[config.mk]
export PLATFORM = sky130hd
export DESIGN_NAME = alu_dispatch_flat
export DESIGN_NICKNAME = d
export VERILOG_FILES = /design/src/rtl/alu_dispatch_pkg.sv /design/src/rtl/alu_dispatch_if.sv /design/src/rtl/alu_dispatch_slot_fsm.sv /design/src/rtl/alu_dispatch.sv /design/src/flat_wrapper.sv
export SDC_FILE = /design/constraint.sdc
export NUM_CORES = 1
export LEC_CHECK = 0
export BUFFER_PORTS_ARGS = -buffer_cell sky130_fd_sc_hd__buf_2
export CAP_MARGIN = 20
export CORE_ASPECT_RATIO = 1.4
export CORE_MARGIN = 3
export CORE_UTILIZATION = 52
export CTS_BUF_LIST = sky130_fd_sc_hd__clkbuf_16
export DETAILED_ROUTE_END_ITERATION = 10
export GPL_ROUTABILITY_DRIVEN = 0
export HOLD_SLACK_MARGIN = 0.15
export PLACE_DENSITY = 0.75
export SYNTH_ARGS = -nofsm -noshare
export SYNTH_HDL_FRONTEND = slang
export SYNTH_HIERARCHICAL = 1
export SYNTH_SLANG_ARGS = --single-unit
[constraint.sdc]
create_clock -name clk -period 1.9 [get_ports clk]
set_input_delay 0.285 -clock clk [delete_from_list [all_inputs] [get_ports clk]]
set_output_delay 0.285 -clock clk [all_outputs]
set_load 0.005 [all_outputs]
[src/rtl/alu_dispatch_pkg.sv]
// rtl/alu_dispatch_pkg.sv - shared types, sizes and one-hot encoder for the ALU dispatch slice
package alu_dispatch_pkg;

    localparam int IQ_ENTRIES = 8;
    localparam int IDXW       = $clog2(IQ_ENTRIES);

    typedef enum logic [1:0] {
        S_IDLE = 2'd0,
        S_EXEC = 2'd1,
        S_WB   = 2'd2
    } slot_state_e;

    typedef struct packed {
        logic            valid;  // exactly one bit set
        logic            multi;  // two or more bits set
        logic [IDXW-1:0] idx;    // index of the set bit (meaningful only when valid)
    } onehot_enc_t;

    // Population-count based encoder: idx is the OR of set-bit indices, which
    // equals the true index whenever the vector is one-hot.
    function automatic onehot_enc_t onehot_encode(input logic [IQ_ENTRIES-1:0] vec);
        onehot_enc_t r;
        int unsigned n;
        r = '0;
        n = 0;
        for (int i = 0; i < IQ_ENTRIES; i++) begin
            if (vec[i]) begin
                n++;
                r.idx = r.idx | IDXW'(i);
            end
        end
        r.valid = (n == 1);
        r.multi = (n > 1);
        return r;
    endfunction

endpackage

[src/rtl/alu_dispatch_if.sv]
// rtl/alu_dispatch_if.sv - issue/writeback bundle between selector, dispatch and writeback
interface alu_dispatch_if;
    import alu_dispatch_pkg::*;

    logic                  ce;
    logic [IQ_ENTRIES-1:0] issue0;
    logic [IQ_ENTRIES-1:0] issue1;
    logic [IQ_ENTRIES-1:0] iq_mc;
    logic [IQ_ENTRIES-1:0] flush_mask;
    logic                  alu0_idle;
    logic                  alu1_idle;
    logic                  alu0_go;
    logic                  alu1_go;
    logic [IDXW-1:0]       alu0_id;
    logic [IDXW-1:0]       alu1_id;
    logic                  alu0_wb_valid;
    logic                  alu1_wb_valid;
    logic                  alu0_wb_ack;
    logic                  alu1_wb_ack;
    logic                  issue_err;

    modport master (
        output ce, issue0, issue1, iq_mc, flush_mask, alu0_wb_ack, alu1_wb_ack,
        input  alu0_idle, alu1_idle, alu0_go, alu1_go, alu0_id, alu1_id,
               alu0_wb_valid, alu1_wb_valid, issue_err
    );

    modport slave (
        input  ce, issue0, issue1, iq_mc, flush_mask, alu0_wb_ack, alu1_wb_ack,
        output alu0_idle, alu1_idle, alu0_go, alu1_go, alu0_id, alu1_id,
               alu0_wb_valid, alu1_wb_valid, issue_err
    );

endinterface

[src/rtl/alu_dispatch_slot_fsm.sv]
// rtl/alu_dispatch_slot_fsm.sv - one ALU execution slot: accept, execute countdown, writeback handshake
module alu_slot_fsm
    import alu_dispatch_pkg::*;
#(
    parameter int MC_LAT = 4
) (
    input  logic                  clk,
    input  logic                  rst,
    input  logic                  ce,
    input  logic                  i_issue_any,
    input  logic                  i_issue_vld,
    input  logic [IDXW-1:0]       i_issue_idx,
    input  logic                  i_issue_mc,
    input  logic                  i_issue_flushed,
    input  logic [IQ_ENTRIES-1:0] i_flush_mask,
    input  logic                  i_wb_ack,
    output logic                  o_idle,
    output logic                  o_go,
    output logic [IDXW-1:0]       o_id,
    output logic                  o_wb_valid
);

    localparam logic [3:0] MC_CNT = 4'(MC_LAT - 1);

    slot_state_e     r_state;
    slot_state_e     w_next;
    logic [3:0]      r_cnt;
    logic [IDXW-1:0] r_id;
    logic            r_go;
    logic            w_accept;
    logic            w_flush_hit;

    // An issue is taken only when the slot is free, the vector is one-hot and
    // the entry is not being squashed in the same cycle.
    assign w_accept    = ce & (r_state == S_IDLE) & i_issue_vld & ~i_issue_flushed;
    assign w_flush_hit = (r_state != S_IDLE) & i_flush_mask[r_id];

    // State register; frozen while ce is low.
    always_ff @(posedge clk or negedge rst) begin
        if (!rst) begin
            r_state <= S_IDLE;
        end else if (ce) begin
            r_state <= w_next;
        end
    end

    // Next-state logic; a flush of the held entry beats both EXEC->WB and ack.
    always_comb begin
        w_next = r_state;
        case (r_state)
            S_IDLE: begin
                if (w_accept) w_next = S_EXEC;
            end
            S_EXEC: begin
                if (w_flush_hit)        w_next = S_IDLE;
                else if (r_cnt == 4'd0) w_next = S_WB;
            end
            S_WB: begin
                if (w_flush_hit || i_wb_ack) w_next = S_IDLE;
            end
            default: w_next = S_IDLE;
        endcase
    end

    // Counter, held id and go pulse; go is re-evaluated only on enabled edges.
    always_ff @(posedge clk or negedge rst) begin
        if (!rst) begin
            r_cnt <= 4'd0;
            r_id  <= '0;
            r_go  <= 1'b0;
        end else if (ce) begin
            r_go <= w_accept;
            if (w_accept) begin
                r_id  <= i_issue_idx;
                r_cnt <= i_issue_mc ? MC_CNT : 4'd0;
            end else if ((r_state == S_EXEC) && (r_cnt != 4'd0)) begin
                r_cnt <= r_cnt - 4'd1;
            end
        end
    end

    // Outputs; wb_valid is masked in the cycle its entry is being flushed.
    always_comb begin
        o_idle     = (r_state == S_IDLE) & ~i_issue_any;
        o_wb_valid = (r_state == S_WB) & ~i_flush_mask[r_id];
        o_go       = r_go;
        o_id       = r_id;
    end

endmodule

[src/rtl/alu_dispatch.sv]
// rtl/alu_dispatch.sv - encodes issue vectors and runs one execution slot per ALU
module alu_dispatch
    import alu_dispatch_pkg::*;
#(
    parameter int NUM_ALU = 2,
    parameter int MC_LAT  = 4
) (
    input  logic         clk,
    input  logic         rst,
    alu_dispatch_if.slave bus
);

    onehot_enc_t w_enc0;
    onehot_enc_t w_enc1;
    logic        w_multi1;
    logic        r_issue_err;

    assign w_enc0 = onehot_encode(bus.issue0);
    assign w_enc1 = onehot_encode(bus.issue1);

    alu_slot_fsm #(.MC_LAT(MC_LAT)) u_slot0 (
        .clk             (clk),
        .rst             (rst),
        .ce              (bus.ce),
        .i_issue_any     (|bus.issue0),
        .i_issue_vld     (w_enc0.valid),
        .i_issue_idx     (w_enc0.idx),
        .i_issue_mc      (bus.iq_mc[w_enc0.idx]),
        .i_issue_flushed (bus.flush_mask[w_enc0.idx]),
        .i_flush_mask    (bus.flush_mask),
        .i_wb_ack        (bus.alu0_wb_ack),
        .o_idle          (bus.alu0_idle),
        .o_go            (bus.alu0_go),
        .o_id            (bus.alu0_id),
        .o_wb_valid      (bus.alu0_wb_valid)
    );

    generate
        if (NUM_ALU >= 2) begin : g_slot1
            assign w_multi1 = w_enc1.multi;

            alu_slot_fsm #(.MC_LAT(MC_LAT)) u_slot1 (
                .clk             (clk),
                .rst             (rst),
                .ce              (bus.ce),
                .i_issue_any     (|bus.issue1),
                .i_issue_vld     (w_enc1.valid),
                .i_issue_idx     (w_enc1.idx),
                .i_issue_mc      (bus.iq_mc[w_enc1.idx]),
                .i_issue_flushed (bus.flush_mask[w_enc1.idx]),
                .i_flush_mask    (bus.flush_mask),
                .i_wb_ack        (bus.alu1_wb_ack),
                .o_idle          (bus.alu1_idle),
                .o_go            (bus.alu1_go),
                .o_id            (bus.alu1_id),
                .o_wb_valid      (bus.alu1_wb_valid)
            );
        end else begin : g_no_slot1
            // Single-ALU build: slot 1 never advertises itself and issue1 is ignored.
            assign w_multi1          = 1'b0;
            assign bus.alu1_idle     = 1'b0;
            assign bus.alu1_go       = 1'b0;
            assign bus.alu1_id       = '0;
            assign bus.alu1_wb_valid = 1'b0;
        end
    endgenerate

    // Sticky error flag for any multi-hot issue vector seen on an enabled edge.
    always_ff @(posedge clk or negedge rst) begin
        if (!rst) begin
            r_issue_err <= 1'b0;
        end else if (bus.ce && (w_enc0.multi || w_multi1)) begin
            r_issue_err <= 1'b1;
        end
    end

    assign bus.issue_err = r_issue_err;

endmodule

[src/flat_wrapper.sv]
// flat-port wrapper written by rule: the top's interface ports become plain ports
module alu_dispatch_flat import alu_dispatch_pkg::*;
#(
    parameter int NUM_ALU = 2,
    parameter int MC_LAT  = 4
)
  (clk, rst, bus_ce, bus_issue0, bus_issue1, bus_iq_mc, bus_flush_mask, bus_alu0_wb_ack, bus_alu1_wb_ack, bus_alu0_idle, bus_alu1_idle, bus_alu0_go, bus_alu1_go, bus_alu0_id, bus_alu1_id, bus_alu0_wb_valid, bus_alu1_wb_valid, bus_issue_err);
  alu_dispatch_if bus_i ();
  input  logic clk;
  input  logic rst;
  input wire logic [$bits(bus_i.ce)-1:0] bus_ce;
  input wire logic [$bits(bus_i.issue0)-1:0] bus_issue0;
  input wire logic [$bits(bus_i.issue1)-1:0] bus_issue1;
  input wire logic [$bits(bus_i.iq_mc)-1:0] bus_iq_mc;
  input wire logic [$bits(bus_i.flush_mask)-1:0] bus_flush_mask;
  input wire logic [$bits(bus_i.alu0_wb_ack)-1:0] bus_alu0_wb_ack;
  input wire logic [$bits(bus_i.alu1_wb_ack)-1:0] bus_alu1_wb_ack;
  output wire logic [$bits(bus_i.alu0_idle)-1:0] bus_alu0_idle;
  output wire logic [$bits(bus_i.alu1_idle)-1:0] bus_alu1_idle;
  output wire logic [$bits(bus_i.alu0_go)-1:0] bus_alu0_go;
  output wire logic [$bits(bus_i.alu1_go)-1:0] bus_alu1_go;
  output wire logic [$bits(bus_i.alu0_id)-1:0] bus_alu0_id;
  output wire logic [$bits(bus_i.alu1_id)-1:0] bus_alu1_id;
  output wire logic [$bits(bus_i.alu0_wb_valid)-1:0] bus_alu0_wb_valid;
  output wire logic [$bits(bus_i.alu1_wb_valid)-1:0] bus_alu1_wb_valid;
  output wire logic [$bits(bus_i.issue_err)-1:0] bus_issue_err;
  assign bus_i.ce = bus_ce;
  assign bus_i.issue0 = bus_issue0;
  assign bus_i.issue1 = bus_issue1;
  assign bus_i.iq_mc = bus_iq_mc;
  assign bus_i.flush_mask = bus_flush_mask;
  assign bus_i.alu0_wb_ack = bus_alu0_wb_ack;
  assign bus_i.alu1_wb_ack = bus_alu1_wb_ack;
  assign bus_alu0_idle = bus_i.alu0_idle;
  assign bus_alu1_idle = bus_i.alu1_idle;
  assign bus_alu0_go = bus_i.alu0_go;
  assign bus_alu1_go = bus_i.alu1_go;
  assign bus_alu0_id = bus_i.alu0_id;
  assign bus_alu1_id = bus_i.alu1_id;
  assign bus_alu0_wb_valid = bus_i.alu0_wb_valid;
  assign bus_alu1_wb_valid = bus_i.alu1_wb_valid;
  assign bus_issue_err = bus_i.issue_err;
  alu_dispatch #(.NUM_ALU(NUM_ALU), .MC_LAT(MC_LAT)) u_core (.clk(clk), .rst(rst), .bus(bus_i));
endmodule
**Word-level counts from Yosys, hierarchy flattened**

Index checks and enable logic that the tools add are counted.

- Order comparisons: 6
- Equal/unequal tests: 12
- Reduce and logical (&&, ||, !) cells: 24
- Bitwise operators: 18
- Add/sub/neg operators: 16
- Muxes and demuxes: 58

Operator list:

| kind | count |
|---|---|
| 32-bit two-way mux | 14 |
| 32-bit by 1-bit adder with 32-bit output, second input constant | 12 |
| 32-bit by 1-bit == test with 1-bit output, second input constant | 2 |
| 32-bit by 1-bit > comparator with 1-bit output, second input constant | 2 |
| 2-bit two-way mux | 14 |
| 3-bit two-way mux | 8 |
| 1-bit binary-select mux with 3-bit select | 6 |
| 3-bit by 4-bit < comparator with 1-bit output, second input constant | 4 |
| 4-bit two-way mux | 4 |
| 8-bit OR reduction | 2 |
| 1-bit bitwise AND | 12 |
| 2-bit one-hot mux with 3 select lines | 2 |
| 1-bit two-way mux | 10 |
| 4-bit logical NOT | 2 |
| 2-bit inequality test, second input constant | 4 |
| 2-bit AND reduction | 4 |
| 4-bit AND reduction | 2 |
| 2-bit nonzero test | 4 |
| 4-bit nonzero test | 2 |
| 4-bit by 1-bit subtractor with 4-bit output, second input constant | 2 |
| 3-bit inequality test, second input constant | 2 |
| 1-bit inverter | 6 |
| 1-bit by 1-bit adder with 2-bit output, second input constant | 2 |
| 2-bit by 1-bit == test with 1-bit output, second input constant | 2 |
| other kinds (4) | 10 |

- Output and inout port bits: 13
- Logic and storage cells: 143
- Bits in registers: 21
- Input bits: 37

**Depth between registers and ports, before layout**

- Depth after elaboration: 20
- Mapped depth: 26
- Depth with buffers taken out: 26

**Cells and area by module**

The synthesis kept the hierarchy.

Modules (own cells, without submodules):

| module | instances | seq. area each (µm²) | area each (µm²) | cells each |
|---|---|---|---|---|
| alu_dispatch | 1 | 25.0 | 1741.7 | 240 |
| alu_slot_fsm | 2 | 250.2 | 570.5 | 47 |

**Worst setup path before layout**

OpenSTA, ideal clock, no wires.

- Kind: input to register
- From: in bus_issue0[0]
- To: reg u_core.u_slot0.r_id[0] (netlist: u_core/u_slot0/o_id[0])
- Data required time: 1775 ps
- Slack: -3019 ps
- Cell stages on the path: 21
- Path buffers: 1
- Library setup time: 125 ps
- Arrival: 4794 ps
- Path through: inv_1 > ha_1 > buf_6 > xor3_2 > ha_1 > a22o_1 > or3_1 > ha_1 > nand2b_1 > o41a_1 > ha_1 > nand2_1 > inv_1 > o2111ai_1 > a31o_2 > a41oi_1 > a2111o_1 > nor4_1 > nand2_1 > nor4_4 > mux2_2

RTL lines:

| what | line | source |
|---|---|---|
| start: declaration | flat_wrapper.sv:12 | `input wire logic [$bits(bus_i.issue0)-1:0] bus_issue0;` |
| end signal: assignment | alu_dispatch_slot_fsm.sv:74 | `r_id <= i_issue_idx;` |
| end: declaration | alu_dispatch_slot_fsm.sv:28 | `logic [IDXW-1:0] r_id;` |

==> results.md <==
* Grt ovf at 0
* Final min period at 4.23 ns
* Fmax at 237 MHz
* Die area at between 0.006 and 0.007 mm^2
* Core footprint at 0.00528 mm^2
* Cell with the most instances after synthesis: nand2_1
* Pwr Density at 889 mW/mm^2
* Worst Skew at ~0.0032 ns
* Post-route cell area at 0.00464 mm^2
* Area post-placement at about 0.0040 mm^2
* First-pass GRT wire length at about 14 mm
* CP endpoint kind: flop
* Post-synth EDFFs at 0
* Avg Inst Size Synth at 8.63 um^2
* Max-cap viol count at 0
* Finished Core Util at between 80% and 90%
* Global-route usage over all layers at 28.0%
* Synth Register Bits at 21
* Final HPWL DP at 6.67 mm
* Initial core utilization at 54.6%
* CTS clk-pin slew, worst paths at approximately 0.06 ns
* Setup WS post-layout at -2.33 ns
* Max_slew headroom at 49.1%
* Area Overhead vs Synth at 60.9%
* Share of the synthesized area in the top cell type at a little under a fifth
* Share of layout cells above drive strength 1 at ~55%
* Outcome: finished with violations
* Number of synthesis warnings at 6
* Post-route ant nets at 0
* Via/cell ratio at 5.99
* Wirelength per Cell at 17.8 um
* CTS tree: built
* DRC at 0
* Synth area leaders: dfrtp_1 18%, ha_1 8.7%, nand2_1 6.1%
* HP Class: in2reg
* Seq/Total Area, Yosys at 18.2%
* Root buffer cell: clkbuf_16
* Final Hold Fails at 0
* Critical path class: in2reg
* Number of I/O pins at 50
* Vias in the first global route at 3288
* Cells after synthesis at between 300 and 400
* Area leader, netlist: dfrtp_1
* Sink Count at 21
* Asr flop ratio synth at 100%
* Commonest cells in the netlist: 47 x nand2_1, 21 x dfrtp_1, 20 x ha_1, 20 x inv_1, 19 x nand3_1
* Die height at 94.1 um
* DRT Pass-1 Iters at 4
* Worst Path Required at 2.07 ns
* Multi-input logic area at 0.00263 mm^2
* CP Data Arrival Time at ~4.4 ns
* Violated checks: setup timing
* Final period util at 222%
* FILL cells at 264
* Ant. Diodes at 0
* Layout Nets at roughly 550
* Largest net degree at the start of global routing at 22
* RSZ-0062 raised after global routing: yes
* Critical Path Fanout Max at 6
* Clock tree buffer depth at 2
* Lkg Pwr at 2.11 nW
* H-tree depth at 1
* Critical Path Start Type: primary input
* Drt total wl at 9.87 mm
* DR iter-0 viols at 184
* DR vias at about 3300
* IO Port Bufs at 49
* Count of cell types in the netlist at between 70 and 80
* Worst-skew pair later-pin latency at 0.26 ns
* Slew at the pin closest to its max-slew limit at about 0.75 ns
* Core Rows at 31
* Main synth FF type: dfrtp_1
* FF+latch area at around 530 um^2
* VDD IR max at 0.513 mV
* Initial antenna violation count at 0
* Max Slew Vio Count at 0
* Syn Nets at a little under 400
* CTS buffer count at 3
* Die Wd at 68.9 um
* Post-Syn Area at 0.00288 mm^2
* Final setup vio count at 21
==> worst paths after layout <==
path	slack [ns]	end	from	cells after the start
setup reg to reg	0.02	u_core/u_slot0/r_cnt[1]	u_core/u_slot0/r_cnt[0]	6
setup / recovery	-2.33	u_core/u_slot0/r_cnt[0]	bus_issue0[0]	24
hold / removal	0.33	u_core/u_slot0/r_state[1]	bus_alu0_wb_ack	3
hold reg to reg	0.47	u_core/g_slot1.u_slot1/o_go	u_core/g_slot1.u_slot1/o_go	1
max in group asynchronous	1.00	u_core/g_slot1.u_slot1/o_id[0]	rst	2
min in group asynchronous	0.54	u_core/g_slot1.u_slot1/o_id[1]	rst	2
==> cells in the final DEF, fill, tap and decap left out, types with 8 or more instances in the layout <==
cell / Yosys / layout
mux2_4: 2 / 9
inv_1: 20 / 14
buf_2: 3 / 45
dfrtp_1: 21 / 20
nand3_1: 19 / 19
xor2_1: 10 / 9
nand2_1: 47 / 40
buf_4: 2 / 106
ha_4: 0 / 13
xnor2_1: 10 / 8
o21ai_0: 17 / 9
==> per-stage QoR <==
step	setup TNS [ns]	instances	hold WS (ns)	total power [mW]	worst slack [ns]
floorplan	-44.78	334	-0.0106	2.16	-2.74
global placement	-49.26	528	0.271	2.87	-2.85
detailed placement	-51.90	528	0.277	2.99	-2.99
CTS	-41.62	546	0.316	3.73	-2.51
global route	-45.26	554	0.327	4.38	-2.46
finish	-42.43	554	0.330	4.12	-2.33
==> cells by family (layout without fill, tap and decap cells) <==
logic type / count (synthesis) / count (layout) / share of synthesized area (%)
adders and majority gates: 20 / 20 / 8.68
and+or+nand+nor: 142 / 142 / 28.9
buffers and inverters: 35 / 189 / 5.21
DFF: 21 / 21 / 18.2
muxes: 26 / 26 / 12.2
xor gates and xnor gates: 26 / 26 / 10.6
AOI/OAI and AO/OA: 64 / 64 / 16.2
==> layer usage <==
layer,global-route usage [%],wire length [um],vias to the layer above
met5,0,0,-
met4,8.29,313,0
met3,4.79,469,36
met2,55.1,5630,131
met1,28.4,3460,1594
li1,-,-,1557
==> registers in the layout, summed over array words and instances, names as in the netlist, 2 cells and up <==
name	cells
u_core/g_slot1.u_slot1/o_id	3
u_core/g_slot1.u_slot1/r_cnt	4
u_core/g_slot1.u_slot1/r_state	2
u_core/u_slot0/o_id	3
u_core/u_slot0/r_cnt	4
u_core/u_slot0/r_state	2
==> critical path, stage by stage <==
cell and delay [ns]:
buf_12 0.10, inv_12 0.03, ha_4 0.15, mux2i_4 0.17, xnor2_1 0.15, a21o_1 0.17, ha_4 0.20, a22o_1 0.22
or3_4 0.35, ha_4 0.27, nand2b_4 0.10, o41a_1 0.22, ha_4 0.22, mux2_4 0.27, ha_4 0.18, o21ai_2 0.14
a31oi_2 0.06, nor4_2 0.28, nand2_1 0.12, nor4_4 0.16, buf_6 0.17, buf_6 0.14, nand2_2 0.07, o21ai_1 0.12
==> layout make-up <==
cell class | count | share of cell area [%]
clock buffer | 3 | 1.62
multi-input combinational | 278 | 56.7
timing repair buffer | 164 | 25.9
sequential | 21 | 11.4
clock inverter | 1 | 0.108
inverter | 21 | 2.56
tap | 66 | 1.78
==> power breakdown <==
part	internal [mW]	total (mW)	switching [mW]
Sequential	0.641	0.873	0.232
Clock	0.283	0.454	0.171
Combinational	1.57	2.80	1.22
Total	2.50	4.12	1.63
==> repair_timing <==
action,in CTS,in global routing
gates resized for setup,48,45
hold endpoints to repair,21,0
setup endpoints to repair,21,21
hold buffers,1,0
setup buffers,15,11
pin swaps,26,23
Note: power is estimated with default switching activity, not from simulation.
